**src/rtl/serial_pkg.sv**
```systemverilog
// Shared constants for the bit-serial adder: default width and FSM state codes.
package serial_pkg;

    localparam int DEFAULT_WIDTH = 8;

    // 2-bit encoding; 2'b11 is unused and recovers to ST_IDLE.
    typedef enum logic [1:0] {
        ST_IDLE = 2'b00,
        ST_RUN  = 2'b01,
        ST_DONE = 2'b10
    } state_t;

endpackage

```
**src/rtl/serial_adder_if.sv**
```systemverilog
// Request/result bundle between a requester (master) and serial_adder (slave).
interface serial_adder_if #(
    parameter int WIDTH = serial_pkg::DEFAULT_WIDTH
);

    logic             start;
    logic [WIDTH-1:0] a;
    logic [WIDTH-1:0] b;
    logic             cin;
    logic             busy;
    logic             done;
    logic [WIDTH-1:0] sum;
    logic             cout;

    modport master (
        output start, a, b, cin,
        input  busy, done, sum, cout
    );

    modport slave (
        input  start, a, b, cin,
        output busy, done, sum, cout
    );

endinterface

```
**src/rtl/full_adder.sv**
```systemverilog
// Single-bit full adder cell used as the per-bit datapath of serial_adder.
module full_adder (
    input  logic a,
    input  logic b,
    input  logic cin,
    output logic sum,
    output logic cout
);

    assign sum  = a ^ b ^ cin;
    assign cout = (a & b) | (a & cin) | (b & cin);

endmodule

```
**src/rtl/serial_adder.sv**
```systemverilog
// Bit-serial WIDTH-bit adder: one bit per clock, LSB first, through one full_adder.
module serial_adder
    import serial_pkg::*;
#(
    parameter  int WIDTH = DEFAULT_WIDTH,
    localparam int CNT_W = $clog2(WIDTH + 1)
) (
    input  logic            clk,
    input  logic            rst,
    serial_adder_if.slave   bus
);

    state_t           state;
    state_t           next_state;
    logic [WIDTH-1:0] sa;
    logic [WIDTH-1:0] sb;
    logic [WIDTH-1:0] sum_q;
    logic             carry;
    logic             cout_q;
    logic [CNT_W-1:0] count;
    logic             fa_sum;
    logic             fa_cout;
    logic             last_bit;

    assign last_bit = (count == CNT_W'(WIDTH - 1));

    full_adder u_fa (
        .a    (sa[0]),
        .b    (sb[0]),
        .cin  (carry),
        .sum  (fa_sum),
        .cout (fa_cout)
    );

    // State register.
    always_ff @(posedge clk) begin
        // NOTE: every clocked assignment is non-blocking so all flops update
        // together from pre-edge values, regardless of statement order.
        if (rst) state <= ST_IDLE;
        else     state <= next_state;
    end

    // Next-state decode; start is only looked at in IDLE.
    always_comb begin
        // NOTE: next_state gets a default before the case so no path leaves it
        // unassigned, which would otherwise infer a latch.
        next_state = state;
        case (state)
            ST_IDLE: if (bus.start) next_state = ST_RUN;
            ST_RUN:  if (last_bit)  next_state = ST_DONE;
            ST_DONE: next_state = ST_IDLE;
            default: next_state = ST_IDLE;
        endcase
    end

    // Operand capture, per-bit shift and carry feedback into the cell.
    always_ff @(posedge clk) begin
        if (rst) begin
            sa     <= '0;
            sb     <= '0;
            sum_q  <= '0;
            carry  <= 1'b0;
            cout_q <= 1'b0;
            count  <= '0;
        end else begin
            case (state)
                ST_IDLE: begin
                    if (bus.start) begin
                        sa     <= bus.a;
                        sb     <= bus.b;
                        carry  <= bus.cin;
                        sum_q  <= '0;
                        cout_q <= 1'b0;
                        count  <= '0;
                    end
                end
                ST_RUN: begin
                    sa    <= {1'b0, sa[WIDTH-1:1]};
                    sb    <= {1'b0, sb[WIDTH-1:1]};
                    sum_q <= {fa_sum, sum_q[WIDTH-1:1]};
                    carry <= fa_cout;
                    count <= count + CNT_W'(1);
                    if (last_bit) cout_q <= fa_cout;
                end
                default: ;
            endcase
        end
    end

    assign bus.busy = (state == ST_RUN);
    assign bus.done = (state == ST_DONE);
    assign bus.sum  = sum_q;
    assign bus.cout = cout_q;

endmodule
```
**src/flat_wrapper.sv**
```systemverilog
// flat-port wrapper written by rule: the top's interface ports become plain ports
module serial_adder_flat import serial_pkg::*;
#(
    parameter  int WIDTH = DEFAULT_WIDTH,
    localparam int CNT_W = $clog2(WIDTH + 1)
)
  (clk, rst, bus_start, bus_a, bus_b, bus_cin, bus_busy, bus_done, bus_sum, bus_cout);
  serial_adder_if #(.WIDTH(WIDTH)) bus_i ();
  input  logic clk;
  input  logic rst;
  input wire logic [$bits(bus_i.start)-1:0] bus_start;
  input wire logic [$bits(bus_i.a)-1:0] bus_a;
  input wire logic [$bits(bus_i.b)-1:0] bus_b;
  input wire logic [$bits(bus_i.cin)-1:0] bus_cin;
  output wire logic [$bits(bus_i.busy)-1:0] bus_busy;
  output wire logic [$bits(bus_i.done)-1:0] bus_done;
  output wire logic [$bits(bus_i.sum)-1:0] bus_sum;
  output wire logic [$bits(bus_i.cout)-1:0] bus_cout;
  assign bus_i.start = bus_start;
  assign bus_i.a = bus_a;
  assign bus_i.b = bus_b;
  assign bus_i.cin = bus_cin;
  assign bus_busy = bus_i.busy;
  assign bus_done = bus_i.done;
  assign bus_sum = bus_i.sum;
  assign bus_cout = bus_i.cout;
  serial_adder #(.WIDTH(WIDTH)) u_core (.clk(clk), .rst(rst), .bus(bus_i));
endmodule
```
**config.mk**
```make
export PLATFORM = sky130hd
export DESIGN_NAME = serial_adder_flat
export DESIGN_NICKNAME = d
export VERILOG_FILES = /design/src/rtl/serial_pkg.sv /design/src/rtl/serial_adder_if.sv /design/src/rtl/full_adder.sv /design/src/rtl/serial_adder.sv /design/src/flat_wrapper.sv
export SDC_FILE = /design/constraint.sdc
export NUM_CORES = 1
export LEC_CHECK = 0
export ABC_CLOCK_PERIOD_IN_PS = 1990
export CAP_MARGIN = 30
export CORE_ASPECT_RATIO = 2
export CORE_MARGIN = 2
export CORE_UTILIZATION = 50
export CTS_BUF_LIST = sky130_fd_sc_hd__clkbuf_4 sky130_fd_sc_hd__clkbuf_8
export CTS_CLUSTER_DIAMETER = 50
export CTS_CLUSTER_SIZE = 28
export DETAILED_ROUTE_END_ITERATION = 7
export DONT_BUFFER_PORTS = 1
export PLACE_DENSITY_LB_ADDON = 0.25
export SLEW_MARGIN = 20
export SYNTH_ARGS = -nofsm -noshare
export SYNTH_HDL_FRONTEND = slang
export SYNTH_SLANG_ARGS = --single-unit
```
**constraint.sdc**
```tcl
create_clock -name clk -period 1.99 [get_ports clk]
set_input_delay 0.398 -clock clk [delete_from_list [all_inputs] [get_ports clk]]
set_output_delay 0.398 -clock clk [all_outputs]
set_load 0.05 [all_outputs]
```
==> results.cfg <==
[run_status]
run_status = finished clean

[logic_synthesis]
synth_area_leaders = dfxtp_1, a211oi_1, nor2_1, a21oi_1, nand2_1
ys_warn_count = 0
synth_most_common_cell = dfxtp_1
ys_types = 31
synth_common_cells = dfxtp_1, nor2_1, nand2_1
yosysSeqAreaShare_pct = 47.9
syn_area_per_cell_sq_um = 8.53
synth-seq-cells = 32
synth_edf_count = 0
syn-cell-area_sq_um = 1340
synth_top_area_share_pct = 47.9
synthCells = 157
synthFlopType = dfxtp_1
synth_top_cell_by_area = dfxtp_1
ys_async_sr_fraction_pct = 0
synth_fp_nets = 179

[sta]
tns_ns = 0
rsz0062_at_grt = no
min_period_ns = 1.70
worst_slew_margin_rel_pct = 63.7
clock_skew_ns = 0.00190
finalCritPeriodShare_pct = 85.3
drv_slew = 0
worst_hold_slack_ns = 0.192
setup_slack_ns = 0.293
setup-violations-final = 0
fmax_mhz = 589
finalHoldViolations = 0
tightestPinTransition_ns = 0.544

[clock_tree]
clkLatencyLatePin_ns = 0.27
h-tree-depth = 2
cts_sinks = 32
cts_made_buffers = 5
cts_root_buf = clkbuf_8
postCtsSetupBuffers = 0
cts_tree = yes
cts_resized = 0
postCtsHoldBufs = 0
path_clk_slew_ns = 0.06
cts_max_path_buffers = 2

[min_path]
hp-class = in2reg

[global_route]
grt_pass1_wl_mm = 4.26
grt_use_total_pct = 19.1
grt_pass1_vias = 1043
grt-ovfl-total = 0
grt_max_degree = 34
antenna_found_initial = 0

[critical_path]
critPathArrivalTime_ns = 1.30
crit_family = buffers and inverters
critPathLaunchType = flop
critPathKind = reg2out
critPathBufInv = 2
worstSetupEndpointType = output pin
cp_slowest_cell = dfxtp_1
path_max_fanout = 8
slowest_delay_ns = 0.40
path_cells = nand2b_1, clkinv_1, buf_4
worstPathRequired_ns = 1.59

[floorplanning]
io_pins = 31
start_util_pct = 52.8
die_w_microns = 40.6
die_area_sq_um = 3130
core_area_sq_um = 2540
rows = 26
die_h_microns = 77.2

[placement]
dp.final_hpwl_mm = 1.74
gp_congestion = 0.759
dpl_cell_area_sq_um = 1360
placed_cells = 179
place.port_buffers = 0
dp_slack_ns = 0.443

[cells_and_area]
diodes = 0
fin_util_pct = 56.3
syn_to_final_growth_pct = 6.64
final_layout_size_suffix_gt1_share_pct = 8.97
final_cell_count_no_fill = 184
fin_nets = 180
n_fill_cell = 242
fin_area_sq_um = 1430

[detailed_routing]
drt_pass1_iterations = 4
drt_iter0_markers = 48
routed_wl_mm = 2.53
vias = 1079
ant_nets = 0
avgViaCountPerCell = 5.86
post_drt_wl_per_cell_microns = 13.8
post-route-drc-count = 0

[run]
max_cap_viol_count = 0

[power_and_ir_drop]
power.leakage_nw = 0.556
power.density_nw_per_um2 = 881
ir_drop_mv = 0.768
power_mw = 1.26
where the power goes:
group | switching, mW | total (mW) | internal (mW)
Sequential | 0.0272 | 0.703 | 0.676
Combinational | 0.0790 | 0.133 | 0.0541
Clock | 0.197 | 0.422 | 0.224
path summary, 6_finish.rpt:
kind / start / to / slack, ns / cells past startpoint
setup / recovery: u_core.state[1]$_SDFFE_PP0P_ / bus_busy / 0.29 / 3
setup reg to reg: u_core.sa[0]$_SDFFE_PP0P_ / u_core.bus.cout$_SDFFE_PP0P_ / 0.44 / 4
hold reg to reg: u_core.sb[6]$_SDFFE_PP0P_ / u_core.sb[5]$_SDFFE_PP0P_ / 0.49 / 2
hold / removal: rst / u_core.count[3]$_SDFFE_PP0P_ / 0.19 / 1
routing by layer:
layer	track usage [%]	vias to the layer above	part of all wire (%)
met5	0	-	0
met4	8.00	0	1.8
met3	6.94	5	6.3
met2	31.3	34	52
met1	20.5	485	40
li1	-	555	-
layout by cell type, fill, tap and decap left out:
| cell type | netlist | routed |
|---|---|---|
| ha_1 | 1 | 1 |
| o21a_1 | 1 | 1 |
| a31oi_1 | 2 | 2 |
| o21bai_2 | 0 | 1 |
| a2bb2oi_1 | 1 | 1 |
| a311oi_1 | 1 | 1 |
| nor3_1 | 2 | 2 |
| or2_2 | 1 | 1 |
| o21ba_2 | 1 | 1 |
| nand3_1 | 3 | 3 |
| or3_1 | 1 | 1 |
| nor2b_1 | 4 | 4 |
| or4_1 | 1 | 1 |
| nand3b_1 | 1 | 1 |
| a22oi_1 | 8 | 8 |
| nand2b_1 | 1 | 1 |
| a221oi_1 | 3 | 3 |
| nor2_1 | 22 | 22 |
| clkinv_1 | 1 | 1 |
| buf_4 | 3 | 6 |
| fa_1 | 1 | 1 |
| inv_1 | 4 | 4 |
| o211a_1 | 1 | 1 |
| clkbuf_8 | 0 | 5 |
| dfxtp_1 | 32 | 32 |
| o22ai_1 | 2 | 2 |
| a21oi_1 | 16 | 16 |
| a211oi_1 | 13 | 13 |
| nand2_1 | 20 | 20 |
logic make-up after synthesis:
group | share of synthesized area [%]
AO/OA/AOI/OAI | 25.5
adder cells (fa/ha/maj) | 2.43
buffers and inverters | 6.17
flip-flops | 47.9
AND/OR/NAND/NOR | 18.0
sequential cells by signal, summed over array words and instances, names as in the netlist:
name and count:
u_core.bus.sum 8, u_core.sa 8, u_core.state 2, u_core.sb 8, u_core.count 4, u_core.bus.cout 1, u_core.carry 1
cell type report:
cell class                      count  area (sq um)  share of cell area, %
Multi-Input combinational cell    108           619                   43.4
Sequential cell                    32           641                   44.9
Tap cell                           28          35.0                   2.45
Timing Repair Buffer                6          45.0                   3.16
Clock buffer                        5          68.8                   4.82
Inverter                            5          18.8                   1.31
worst register-to-register path: cells and delay by family, from the launching register on:
family / cells / cell delay, ns
AO/OA/AOI/OAI: 1 / 0.17
buffers and inverters: 1 / 0.06
adder cells (fa/ha/maj): 1 / 0.43
AND/OR/NAND/NOR: 1 / 0.52
flip-flops: 1 / 0.31
No activity file was read; power rests on OpenSTA's default activity.
